[src/rtl/vcr_pkg.sv]
// Router-wide types and flit field helpers shared by the input unit, allocator and crossbar.
package vcr_pkg;

  localparam int TYPE_W = 2;

  typedef enum logic [TYPE_W-1:0] {
    FLIT_BODY      = 2'b00,
    FLIT_HEAD      = 2'b01,
    FLIT_TAIL      = 2'b10,
    FLIT_HEAD_TAIL = 2'b11
  } flit_type_e;

  typedef enum logic [1:0] {
    VC_IDLE   = 2'd0,
    VC_ROUTE  = 2'd1,
    VC_ACTIVE = 2'd2
  } vc_state_e;

  function automatic logic is_head(input flit_type_e t);
    return (t == FLIT_HEAD) || (t == FLIT_HEAD_TAIL);
  endfunction

  function automatic logic is_tail(input flit_type_e t);
    return (t == FLIT_TAIL) || (t == FLIT_HEAD_TAIL);
  endfunction

endpackage

[src/rtl/vc_fifo.sv]
// Single virtual-channel flit buffer; the front entry is exposed combinationally so the
// VC state machine can inspect the head flit without an extra cycle.
module vc_fifo #(
  parameter int DEPTH  = 4,
  parameter int FLIT_W = 32
) (
  input  logic                     clk,
  input  logic                     reset,
  input  logic                     push,
  input  logic [FLIT_W-1:0]        push_flit,
  input  logic                     pop,
  output logic                     full,
  output logic                     empty,
  output logic [$clog2(DEPTH):0]   count,
  output logic [FLIT_W-1:0]        front
);

  localparam int PTR_W = $clog2(DEPTH);
  localparam logic [PTR_W:0] FULL_COUNT = (PTR_W+1)'(DEPTH);

  logic [FLIT_W-1:0] mem [DEPTH];
  logic [PTR_W-1:0]  wr_ptr_reg;
  logic [PTR_W-1:0]  rd_ptr_reg;
  logic [PTR_W:0]    count_reg;
  logic              do_push;
  logic              do_pop;

  assign full    = (count_reg == FULL_COUNT);
  assign empty   = (count_reg == '0);
  assign count   = count_reg;
  assign front   = mem[rd_ptr_reg];
  assign do_pop  = pop && !empty;
  // A full buffer still takes a write when the same edge frees a slot.
  assign do_push = push && (!full || do_pop);

  always_ff @(posedge clk or posedge reset) begin
    if (reset) begin
      wr_ptr_reg <= '0;
      rd_ptr_reg <= '0;
      count_reg  <= '0;
    end else begin
      if (do_push) wr_ptr_reg <= wr_ptr_reg + 1'b1;
      if (do_pop)  rd_ptr_reg <= rd_ptr_reg + 1'b1;
      case ({do_push, do_pop})
        2'b10:   count_reg <= count_reg + 1'b1;
        2'b01:   count_reg <= count_reg - 1'b1;
        default: count_reg <= count_reg;
      endcase
    end
  end

  always_ff @(posedge clk) begin
    if (do_push) mem[wr_ptr_reg] <= push_flit;
  end

endmodule

[src/rtl/input_vc_unit.sv]
// Router input port: per-VC buffering, head-flit route latch, switch-allocation requests,
// grant-driven dequeue to the crossbar and upstream credit return.
module input_vc_unit
  import vcr_pkg::*;
#(
  parameter int NUM_VCS  = 4,
  parameter int NUM_OUTS = 3,
  parameter int DEPTH    = 4,
  parameter int FLIT_W   = 32
) (
  input  logic                          clk,
  input  logic                          reset,
  input  logic                          in_valid,
  input  logic [$clog2(NUM_VCS)-1:0]    in_vc,
  input  logic [FLIT_W-1:0]             in_flit,
  output logic [NUM_VCS*NUM_OUTS-1:0]   sa_req,
  input  logic [NUM_VCS-1:0]            sa_grant,
  output logic                          out_valid,
  output logic [$clog2(NUM_OUTS)-1:0]   out_port,
  output logic [FLIT_W-1:0]             out_flit,
  output logic                          credit_valid,
  output logic [$clog2(NUM_VCS)-1:0]    credit_vc,
  output logic                          err
);

  localparam int VC_W  = $clog2(NUM_VCS);
  localparam int OUT_W = $clog2(NUM_OUTS);
  localparam int CNT_W = $clog2(DEPTH) + 1;

  vc_state_e         state_reg  [NUM_VCS];
  vc_state_e         state_next [NUM_VCS];
  logic [OUT_W-1:0]  route_reg  [NUM_VCS];
  logic [OUT_W-1:0]  route_next [NUM_VCS];
  logic [FLIT_W-1:0] fifo_front [NUM_VCS];
  logic [CNT_W-1:0]  fifo_count [NUM_VCS];

  logic [NUM_VCS-1:0] fifo_push;
  logic [NUM_VCS-1:0] fifo_pop;
  logic [NUM_VCS-1:0] fifo_full;
  logic [NUM_VCS-1:0] fifo_empty;
  logic [NUM_VCS-1:0] requesting;
  logic [NUM_VCS-1:0] head_front;
  logic [NUM_VCS-1:0] tail_front;
  logic [NUM_VCS-1:0] bad_dest;
  logic [NUM_VCS-1:0] discard_cand;

  logic            grant_any;
  logic            grant_multi;
  logic            grant_pop;
  logic            grant_bad;
  logic [VC_W-1:0] grant_vc;
  logic            pop_any;
  logic [VC_W-1:0] pop_vc;
  logic            route_err;
  logic            drop_any;

  logic              out_valid_reg;
  logic [OUT_W-1:0]  out_port_reg;
  logic [FLIT_W-1:0] out_flit_reg;
  logic              credit_valid_reg;
  logic [VC_W-1:0]   credit_vc_reg;
  logic              err_reg;

  for (genvar gi = 0; gi < NUM_VCS; gi++) begin : g_vc
    vc_fifo #(
      .DEPTH (DEPTH),
      .FLIT_W(FLIT_W)
    ) u_fifo (
      .clk      (clk),
      .reset    (reset),
      .push     (fifo_push[gi]),
      .push_flit(in_flit),
      .pop      (fifo_pop[gi]),
      .full     (fifo_full[gi]),
      .empty    (fifo_empty[gi]),
      .count    (fifo_count[gi]),
      .front    (fifo_front[gi])
    );

    assign fifo_push[gi]    = in_valid && (in_vc == VC_W'(gi));
    assign head_front[gi]   = is_head(flit_type_e'(fifo_front[gi][FLIT_W-1 -: TYPE_W]));
    assign tail_front[gi]   = is_tail(flit_type_e'(fifo_front[gi][FLIT_W-1 -: TYPE_W]));
    assign bad_dest[gi]     = 32'(fifo_front[gi][OUT_W-1:0]) >= NUM_OUTS;
    assign requesting[gi]   = (state_reg[gi] == VC_ACTIVE) && (fifo_count[gi] != '0);
    // Orphan body/tail flits at the front of an idle VC are thrown away.
    assign discard_cand[gi] = (state_reg[gi] == VC_IDLE) && !fifo_empty[gi] && !head_front[gi];

    for (genvar go = 0; go < NUM_OUTS; go++) begin : g_out
      assign sa_req[gi*NUM_OUTS+go] = requesting[gi] && (route_reg[gi] == OUT_W'(go));
    end
  end

  // Lowest set grant bit wins; anything else on the grant bus is a protocol error.
  always_comb begin
    grant_any = 1'b0;
    grant_vc  = '0;
    for (int v = NUM_VCS - 1; v >= 0; v--) begin
      if (sa_grant[v]) begin
        grant_any = 1'b1;
        grant_vc  = VC_W'(v);
      end
    end
    grant_multi = (sa_grant & (sa_grant - 1'b1)) != '0;
    grant_pop   = grant_any && requesting[grant_vc];
    grant_bad   = grant_any && !requesting[grant_vc];
  end

  // Only one credit can leave per cycle, so discards wait for a cycle without a granted pop.
  always_comb begin
    pop_any   = 1'b0;
    pop_vc    = '0;
    route_err = 1'b0;
    if (grant_pop) begin
      pop_any = 1'b1;
      pop_vc  = grant_vc;
    end else begin
      for (int v = NUM_VCS - 1; v >= 0; v--) begin
        if (discard_cand[v]) begin
          pop_any = 1'b1;
          pop_vc  = VC_W'(v);
        end
      end
    end

    for (int v = 0; v < NUM_VCS; v++) begin
      state_next[v] = state_reg[v];
      route_next[v] = route_reg[v];
      fifo_pop[v]   = pop_any && (pop_vc == VC_W'(v));
      case (state_reg[v])
        VC_IDLE: begin
          if (!fifo_empty[v] && head_front[v]) begin
            state_next[v] = VC_ROUTE;
            route_next[v] = bad_dest[v] ? '0 : fifo_front[v][OUT_W-1:0];
            route_err     = route_err | bad_dest[v];
          end
        end
        VC_ROUTE: state_next[v] = VC_ACTIVE;
        VC_ACTIVE: begin
          if (grant_pop && (grant_vc == VC_W'(v)) && tail_front[v]) state_next[v] = VC_IDLE;
        end
        default: state_next[v] = VC_IDLE;
      endcase
    end
  end

  assign drop_any = |(fifo_push & fifo_full & ~fifo_pop);

  always_ff @(posedge clk or posedge reset) begin
    if (reset) begin
      for (int v = 0; v < NUM_VCS; v++) begin
        state_reg[v] <= VC_IDLE;
        route_reg[v] <= '0;
      end
      out_valid_reg    <= 1'b0;
      out_port_reg     <= '0;
      out_flit_reg     <= '0;
      credit_valid_reg <= 1'b0;
      credit_vc_reg    <= '0;
      err_reg          <= 1'b0;
    end else begin
      for (int v = 0; v < NUM_VCS; v++) begin
        state_reg[v] <= state_next[v];
        route_reg[v] <= route_next[v];
      end
      out_valid_reg    <= grant_pop;
      out_port_reg     <= grant_pop ? route_reg[grant_vc] : '0;
      out_flit_reg     <= grant_pop ? fifo_front[grant_vc] : '0;
      credit_valid_reg <= pop_any;
      credit_vc_reg    <= pop_any ? pop_vc : '0;
      if (drop_any || route_err || grant_multi || grant_bad || (pop_any && !grant_pop))
        err_reg <= 1'b1;
    end
  end

  assign out_valid    = out_valid_reg;
  assign out_port     = out_port_reg;
  assign out_flit     = out_flit_reg;
  assign credit_valid = credit_valid_reg;
  assign credit_vc    = credit_vc_reg;
  assign err          = err_reg;

endmodule

[config.mk]
export PLATFORM = sky130hd
export DESIGN_NAME = input_vc_unit
export DESIGN_NICKNAME = d
export VERILOG_FILES = /design/src/rtl/vcr_pkg.sv /design/src/rtl/vc_fifo.sv /design/src/rtl/input_vc_unit.sv
export SDC_FILE = /design/constraint.sdc
export NUM_CORES = 1
export LEC_CHECK = 0
export ABC_AREA = 0
export CORE_MARGIN = 2
export CORE_UTILIZATION = 50
export DETAILED_ROUTE_END_ITERATION = 7
export HOLD_SLACK_MARGIN = 0.08
export PLACE_DENSITY = 0.77
export SLEW_MARGIN = 20
export SYNTH_ARGS = -nofsm -noshare
export SYNTH_HDL_FRONTEND = slang
export SYNTH_SLANG_ARGS = --single-unit
export TNS_END_PERCENT = 50
[constraint.sdc]
create_clock -name clk -period 5.28 [get_ports clk]
set_input_delay 1.056 -clock clk [delete_from_list [all_inputs] [get_ports clk]]
set_output_delay 1.056 -clock clk [all_outputs]
set_load 0.02 [all_outputs]
# After elaboration in Yosys (flattened, before gate mapping)
# Memories as Yosys holds them, arrays and structs flattened.
# Index checks and enable logic that the tools add are counted.
[word_totals] rom_bits=0 regBits=83 latchBits=0 memories=4 in_bits=41 out_inout_bits=51 ram_bits=512
[memory_table] memory="g_vc[0].u_fifo.mem" depth=4 width=32 read_ports=1 rd_ports_with_merged_regs=0 write_ports=1 line="vc_fifo.sv:21" rtl="logic [FLIT_W-1:0] mem [DEPTH];"
[memory_table] memory="g_vc[1].u_fifo.mem" depth=4 width=32 read_ports=1 rd_ports_with_merged_regs=0 write_ports=1 line="vc_fifo.sv:21"
[memory_table] memory="g_vc[2].u_fifo.mem" depth=4 width=32 read_ports=1 rd_ports_with_merged_regs=0 write_ports=1 line="vc_fifo.sv:21"
[memory_table] memory="g_vc[3].u_fifo.mem" depth=4 width=32 read_ports=1 rd_ports_with_merged_regs=0 write_ports=1 line="vc_fifo.sv:21"
[classes] reduce_logical=118 n_bitwise=8 multipliers=0 div_mod_pow=0 shifts=0 eq_ne=57 n_lt_le_gt_ge=6 addsub=17 n_mux=65
[op_table] operator="two-way mux 32 bit" n=3
[op_table] operator="binary-select mux 32 bit (select 2 bit)" n=1
[op_table] operator="logical AND 1 bit" n=55
[op_table] operator="equality test 2 bit (second input constant)" n=26
[op_table] operator="two-way mux 2 bit" n=25
[op_table] operator="equality test 2 x 1 -> 1 bit (second input constant)" n=19
[op_table] operator="two-way mux 1 bit" n=26
[op_table] operator="one-hot mux 2 bit (3 select lines)" n=4
[op_table] operator="one-hot mux 3 bit (2 select lines)" n=4
[op_table] operator="logical NOT 2 bit" n=11
[op_table] operator="adder 2 x 1 -> 2 bit (second input constant)" n=8
[op_table] operator="logical OR 1 bit" n=16
[op_table] operator="!= test 2 x 1 -> 1 bit (second input constant)" n=8
[op_table] operator="AND reduction 2 bit" n=8
[op_table] operator="logical NOT 1 bit" n=14
[op_table] operator="adder 3 x 1 -> 3 bit (second input constant)" n=4
[op_table] operator="AND 4 bit" n=3
[op_table] operator="equality test 3 bit (second input constant)" n=4
[op_table] operator="logical NOT 3 bit" n=4
[op_table] operator="nonzero test 3 bit" n=4
[op_table] operator="subtractor 3 x 1 -> 3 bit (second input constant)" n=4
[op_table] operator="greater-or-equal comparator 2 bit (second input constant)" n=4
[op_table] operator="nonzero test 2 bit" n=4
[op_table] operator="binary-select mux 2 bit (select 2 bit)" n=1
[op_table] operator="other kinds (9)" n=11

# Logic depth before layout (Yosys ltp)
# An unclocked memory read counts as a cell.
[depth] depth_word=19 depth_mapped=14 depth_no_buf=13

# Modules after synthesis
# A second synthesis with hierarchy kept.
[hier_totals] cells_unflattened=1143 hier_area_um2=23140.9
[modules_own_cells] module="vc_fifo (g_vc[0].u_fifo ...)" seq_area_each_um2=4018.9 cells_per_inst=207 area_each_um2=5044.8 n_inst=3
[modules_own_cells] module="vc_fifo (g_vc[1].u_fifo)" seq_area_each_um2=4018.9 cells_per_inst=222 area_each_um2=5124.9 n_inst=1
[modules_own_cells] module="input_vc_unit" seq_area_each_um2=1376.3 cells_per_inst=300 area_each_um2=2881.5 n_inst=1

# Worst setup path before layout
# OpenSTA, ideal clock, no wires.
[synth_timing] path_type="input -> register" startpoint="input port sa_grant[1]" endpoint="memory g_vc[0].u_fifo.mem[0][0] (enable)" slack_ps=-346 t_required_ps=4812 t_arrival_ps=5158 stages=8 cell_sequence="buf_2 -> nor3b_1 -> o21ai_0 -> o2111ai_1 -> nor4_1 -> nor2_1 -> a21oi_1 -> nor3b_1"
[synth_between] elab_chain_cells=13
[synth_rtl] item="start: declaration" line="input_vc_unit.sv:17" rtl="input logic [NUM_VCS-1:0] sa_grant,"
[synth_rtl] item="two-way mux 2 bit (2 in series)" line="input_vc_unit.sv:98" rtl="if (sa_grant[v]) begin"
[synth_rtl] item="binary-select mux 1 bit (select 2 bit)" line="input_vc_unit.sv:104" rtl="grant_pop = grant_any && requesting[grant_vc];"
[synth_rtl] item="two-way mux 1 bit (implied by the code)" line="input_vc_unit.sv:104"
[synth_rtl] item="logical AND 1 bit" line="input_vc_unit.sv:104"
[synth_rtl] item="two-way mux 2 bit" line="input_vc_unit.sv:113" rtl="if (grant_pop) begin"
[synth_rtl] item="logical NOT 2 bit" line="input_vc_unit.sv:128" rtl="fifo_pop[v] = pop_any && (pop_vc == VC_W'(v));"
[synth_rtl] item="logical AND 1 bit *" line="input_vc_unit.sv:128"
[synth_rtl] item="logical AND 1 bit *" line="vc_fifo.sv:32" rtl="assign do_pop = pop && !empty;"
[synth_rtl] item="logical OR 1 bit *" line="vc_fifo.sv:34" rtl="assign do_push = push && (!full || do_pop);"
[synth_rtl] item="logical AND 1 bit *" line="vc_fifo.sv:34"
[synth_rtl] item="two-way mux 1 bit *" line="vc_fifo.sv:53" rtl="if (do_push) mem[wr_ptr_reg] <= push_flit;"
[synth_rtl] item="two-way mux 1 bit (implied by the code) *" line="vc_fifo.sv:53"
[synth_rtl] item="end: declaration" line="vc_fifo.sv:21"
# Every way passes the cells marked *; elsewhere a longest branch is shown, timed or not. The select of a mux whose other input is x is not followed.

# Final worst setup path
[layout_timing] startpoint="input port sa_grant[0]" endpoint="register g_vc[3].u_fifo.count_reg[2]"
[layout_between] elab_chain_cells=12
[layout_rtl] item="two-way mux 2 bit" line="input_vc_unit.sv:98"
[layout_rtl] item="binary-select mux 1 bit (select 2 bit)" line="input_vc_unit.sv:104"
[layout_rtl] item="two-way mux 1 bit (implied by the code)" line="input_vc_unit.sv:104"
[layout_rtl] item="logical AND 1 bit" line="input_vc_unit.sv:104"
[layout_rtl] item="two-way mux 2 bit" line="input_vc_unit.sv:113"
[layout_rtl] item="equality test 2 bit" line="input_vc_unit.sv:128"
[layout_rtl] item="logical AND 1 bit *" line="input_vc_unit.sv:128"
[layout_rtl] item="logical AND 1 bit *" line="vc_fifo.sv:32"
[layout_rtl] item="logical OR 1 bit" line="vc_fifo.sv:34"
[layout_rtl] item="logical AND 1 bit" line="vc_fifo.sv:34"
[layout_rtl] item="equality test 2 x 1 -> 1 bit or equality test 2 bit (tied branches)" line="vc_fifo.sv:44" rtl="case ({do_push, do_pop})"
[layout_rtl] item="one-hot mux 3 bit (2 select lines) or nonzero test 2 bit (tied branches)"
[layout_rtl] item="end signal: assignment" line="vc_fifo.sv:45" rtl="2'b10: count_reg <= count_reg + 1'b1;"
[layout_rtl] item="end signal: assignment" line="vc_fifo.sv:46" rtl="2'b01: count_reg <= count_reg - 1'b1;"
[layout_rtl] item="end signal: assignment" line="vc_fifo.sv:47" rtl="default: count_reg <= count_reg;"
[layout_rtl] item="end: declaration" line="vc_fifo.sv:24" rtl="logic [PTR_W:0] count_reg;"
# Marked as above.
# A chain may end at the register's enable or synchronous reset.

==> metrics.yaml <==
postCtsSetupBuffers: 0
drive_gt1_share_pct: 22.8
finalSetupViolations: 0
clk_pin_slew_worst_paths_ns: 0.06
synth.most_common_cell: "sky130_fd_sc_hd__edfxtp_1"
antenna_left: 0
chipWidth_um: 218
global_placer_s_final_weighted_congestion: 0.901
layout_worst_path_cycle_share_pct: 87.5
routedWlPerCell_um: 26.4
power-per-cell-area_nw_per_um2: 526
drtPass1Iterations: 8
buffer_ports.inserted: 91
post-route-drc-count: 0
timing.hold.worst.class: "reg2reg"
yosysWarnings: 0
met3WireLength_um: 3410
cts_tree: "built"
status: "completed"
grtUsageTotal_pct: 21.9
regArea_um2: 17500
syn_avg_cell_area_um2: 20.2
top_signal_layer_used: "met5"
fmax_mhz: 216
cts_buffers: 57
die_h_um: 218
gr-total-overflow: 0
clock_sink_count: 595
postSynthNetCount: 1204
timing.final.hold_violations: 0
drt_iter0_drc: 1258
p_total_w: 0.0141
cts_hold_buf: 0
grt_setup_unrepaired: "false"
starting_utilization_of_the_core_area_pct: 50.6
number_of_flops_mapped_to_enable_cells_by_yosys: 512
number_of_nets_at_the_end_of_the_flow: 1343
async_set_or_reset_register_ratio_after_synthesis_pct: 13.9
row_count: 78
route.detailed.vias_per_inst: 6.08
synthDominantCellAreaShare_pct: 66.9
core_box_area_um2: 45400
antenna_cells: 0
tightest_slew_ns: 0.998
netlist_top_cells_count: "sky130_fd_sc_hd__edfxtp_1 (512), sky130_fd_sc_hd__mux4_2 (128), sky130_fd_sc_hd__dfrtp_1 (83)"
timing.final.max_slew_violations: 0
syn_inst: 1140
class_of_the_most_critical_setup_path: "in2reg"
largest_reg_flops: 512
start_kind: "primary input"
area.growth.synth_to_final_pct: 17.0
detailroute.wirelength.met2_um: 26300
fp.dieArea_um2: 47700
half_perimeter_wire_length_of_the_detailed_placement_result_um: 28900
pin_count_of_the_biggest_net_entering_global_routing: 57
cts_htree_levels: 2
synthesized_cell_area_um2: 23000
number_of_global_route_vias_before_repair: 12200
place_ws_ns: 0.159
num_io_pins: 92
initial_antenna_violation_count: 1
fin_util_pct: 59.2
postRouteWirelength_um: 50900
vias: 11700
seq_area_frac_synth_pct: 75.9
static-leakage-power_nw: 8.94
min_period_ns: 4.62
post-synth-top-area-cell: "sky130_fd_sc_hd__edfxtp_1"
routedLengthMet1_um: 19800
setup.worst_path.end_class: "flop"
cts_root_buf: "sky130_fd_sc_hd__clkbuf_16"
cts_repair_resize_count: 0
max_slew_margin_pct: 32.5
critical_path_peak_fanout: 13
vdd_ir_drop_max_mv: 0.343
final.setup_skew_ns: 0.0159
multiInputGateArea_um2: 5220
layout_setup_ws_ns: 0.658
critical_path_arrival_ns: 5.11
grt_pass1_wl_um: 76400
clk-insertion-delay-late_ns: 0.61
total_negative_slack_ns: 0
most_frequently_used_flop_master_after_synthesis: "sky130_fd_sc_hd__edfxtp_1"
final.fill_count: 3182
post_synth_main_area_contributors: "sky130_fd_sc_hd__edfxtp_1 (67%), sky130_fd_sc_hd__mux4_2 (13%), sky130_fd_sc_hd__dfrtp_1 (9.0%)"
worstPathRequired_ns: 5.76
ffs_latches_synth: 595
buffer_levels_on_the_longest_clock_path: 3
yosys.cell_types.count: 57
drv.max_cap_violation_count: 0
==> critical path: stages <==
cell and delay [ns]:
sky130_fd_sc_hd__clkdlybuf4s50_1 0.79, sky130_fd_sc_hd__nor2b_1 0.23, sky130_fd_sc_hd__o21ai_0 0.17, sky130_fd_sc_hd__o2111ai_1 0.19
sky130_fd_sc_hd__nor4_1 0.84, sky130_fd_sc_hd__o221ai_1 0.43, sky130_fd_sc_hd__a21oi_2 0.48, sky130_fd_sc_hd__inv_1 0.09
sky130_fd_sc_hd__ha_1 0.22, sky130_fd_sc_hd__inv_1 0.07, sky130_fd_sc_hd__fa_1 0.18, sky130_fd_sc_hd__xor2_1 0.15
sky130_fd_sc_hd__nor2_1 0.07, sky130_fd_sc_hd__xor2_1 0.14
==> layer usage <==
metal | vias to the layer above | track usage, %
met3 | 95 | 3.79
li1 | 4937 | -
met1 | 6165 | 28.7
met5 | - | 0
met2 | 517 | 37.2
met4 | 2 | 7.28
==> metrics by stage <==
stage | hold WS (ns) | std cells | cell area (um^2)
floorplan | 0.457 | 1140 | 23000
global placement | 0.473 | 1820 | 24900
detailed placement | 0.488 | 1820 | 24900
CTS | 0.496 | 1927 | 26900
global route | 0.525 | 1927 | 26900
finish | 0.493 | 1927 | 26900
==> final cells by class <==
cell class                      instances  area share (%)
Multi-Input combinational cell        456            19.4
Clock buffer                           79            6.18
Tap cell                              600            2.79
Inverter                               37           0.526
Clock inverter                         28            1.29
Timing Repair Buffer                  132            4.81
Sequential cell                       595            65.0
==> where the power goes <==
group / total [W] / switching (W) / internal (W)
logic: 0.00395 / 0.00217 / 0.00178
clock network: 0.00430 / 0.00171 / 0.00258
registers: 0.00589 / 0.000244 / 0.00565
==> cells by family (layout without fill, tap and decap cells) <==
logic type | Yosys count | count (layout) | share of synthesized area [%]
flops | 595 | 595 | 75.9
mux | 138 | 138 | 13.0
simple gates | 158 | 158 | 3.96
compound gates | 116 | 116 | 3.39
fa+ha+maj | 23 | 23 | 1.38
buf+inv | 89 | 276 | 1.51
xor+xnor | 21 | 21 | 0.800
==> cells in the final DEF (no fill, tap or decap), types with 5 or more instances in the layout <==
cell type and count:
sky130_fd_sc_hd__edfxtp_1 512, sky130_fd_sc_hd__mux4_2 128, sky130_fd_sc_hd__clkdlybuf4s50_1 91, sky130_fd_sc_hd__dfrtp_1 75, sky130_fd_sc_hd__o22ai_1 60, sky130_fd_sc_hd__clkbuf_16 59
sky130_fd_sc_hd__nor3_1 51, sky130_fd_sc_hd__inv_1 36, sky130_fd_sc_hd__buf_4 35, sky130_fd_sc_hd__ha_1 19, sky130_fd_sc_hd__nor2_1 17, sky130_fd_sc_hd__o21ai_0 16
sky130_fd_sc_hd__a21oi_1 13, sky130_fd_sc_hd__xnor2_1 12, sky130_fd_sc_hd__and2_2 12, sky130_fd_sc_hd__clkbuf_8 11, sky130_fd_sc_hd__nand2_1 10, sky130_fd_sc_hd__nand3b_1 10
sky130_fd_sc_hd__xor2_1 9, sky130_fd_sc_hd__clkbuf_1 9, sky130_fd_sc_hd__nand2b_1 8, sky130_fd_sc_hd__nand3_1 8, sky130_fd_sc_hd__clkinv_1 8, sky130_fd_sc_hd__bufinv_16 8
sky130_fd_sc_hd__dfrtp_2 8, sky130_fd_sc_hd__clkinv_2 7, sky130_fd_sc_hd__nor4_1 6, sky130_fd_sc_hd__mux2i_1 6, sky130_fd_sc_hd__and3_1 6, sky130_fd_sc_hd__or2_2 6
sky130_fd_sc_hd__buf_12 6, sky130_fd_sc_hd__nor4b_1 5
==> worst paths after layout <==
kind                                                    from                      endpoint  slack (ns)  cells past startpoint
worst min-delay path                 g_vc[0].u_fifo.count[2]       g_vc[0].u_fifo.count[2]        0.49                      1
max in group asynchronous                              reset  g_vc[0].u_fifo.rd_ptr_reg[0]        3.31                      3
worst min register to register       g_vc[0].u_fifo.count[2]       g_vc[0].u_fifo.count[2]        0.49                      1
min in group asynchronous                              reset                  state_reg[2]        0.98                      2
worst max-delay path                             sa_grant[0]       g_vc[3].u_fifo.count[2]        0.66                     14
worst max register to register  g_vc[1].u_fifo.rd_ptr_reg[1]       g_vc[3].u_fifo.count[2]        1.19                     14
Note: power is estimated with default switching activity, not from simulation.
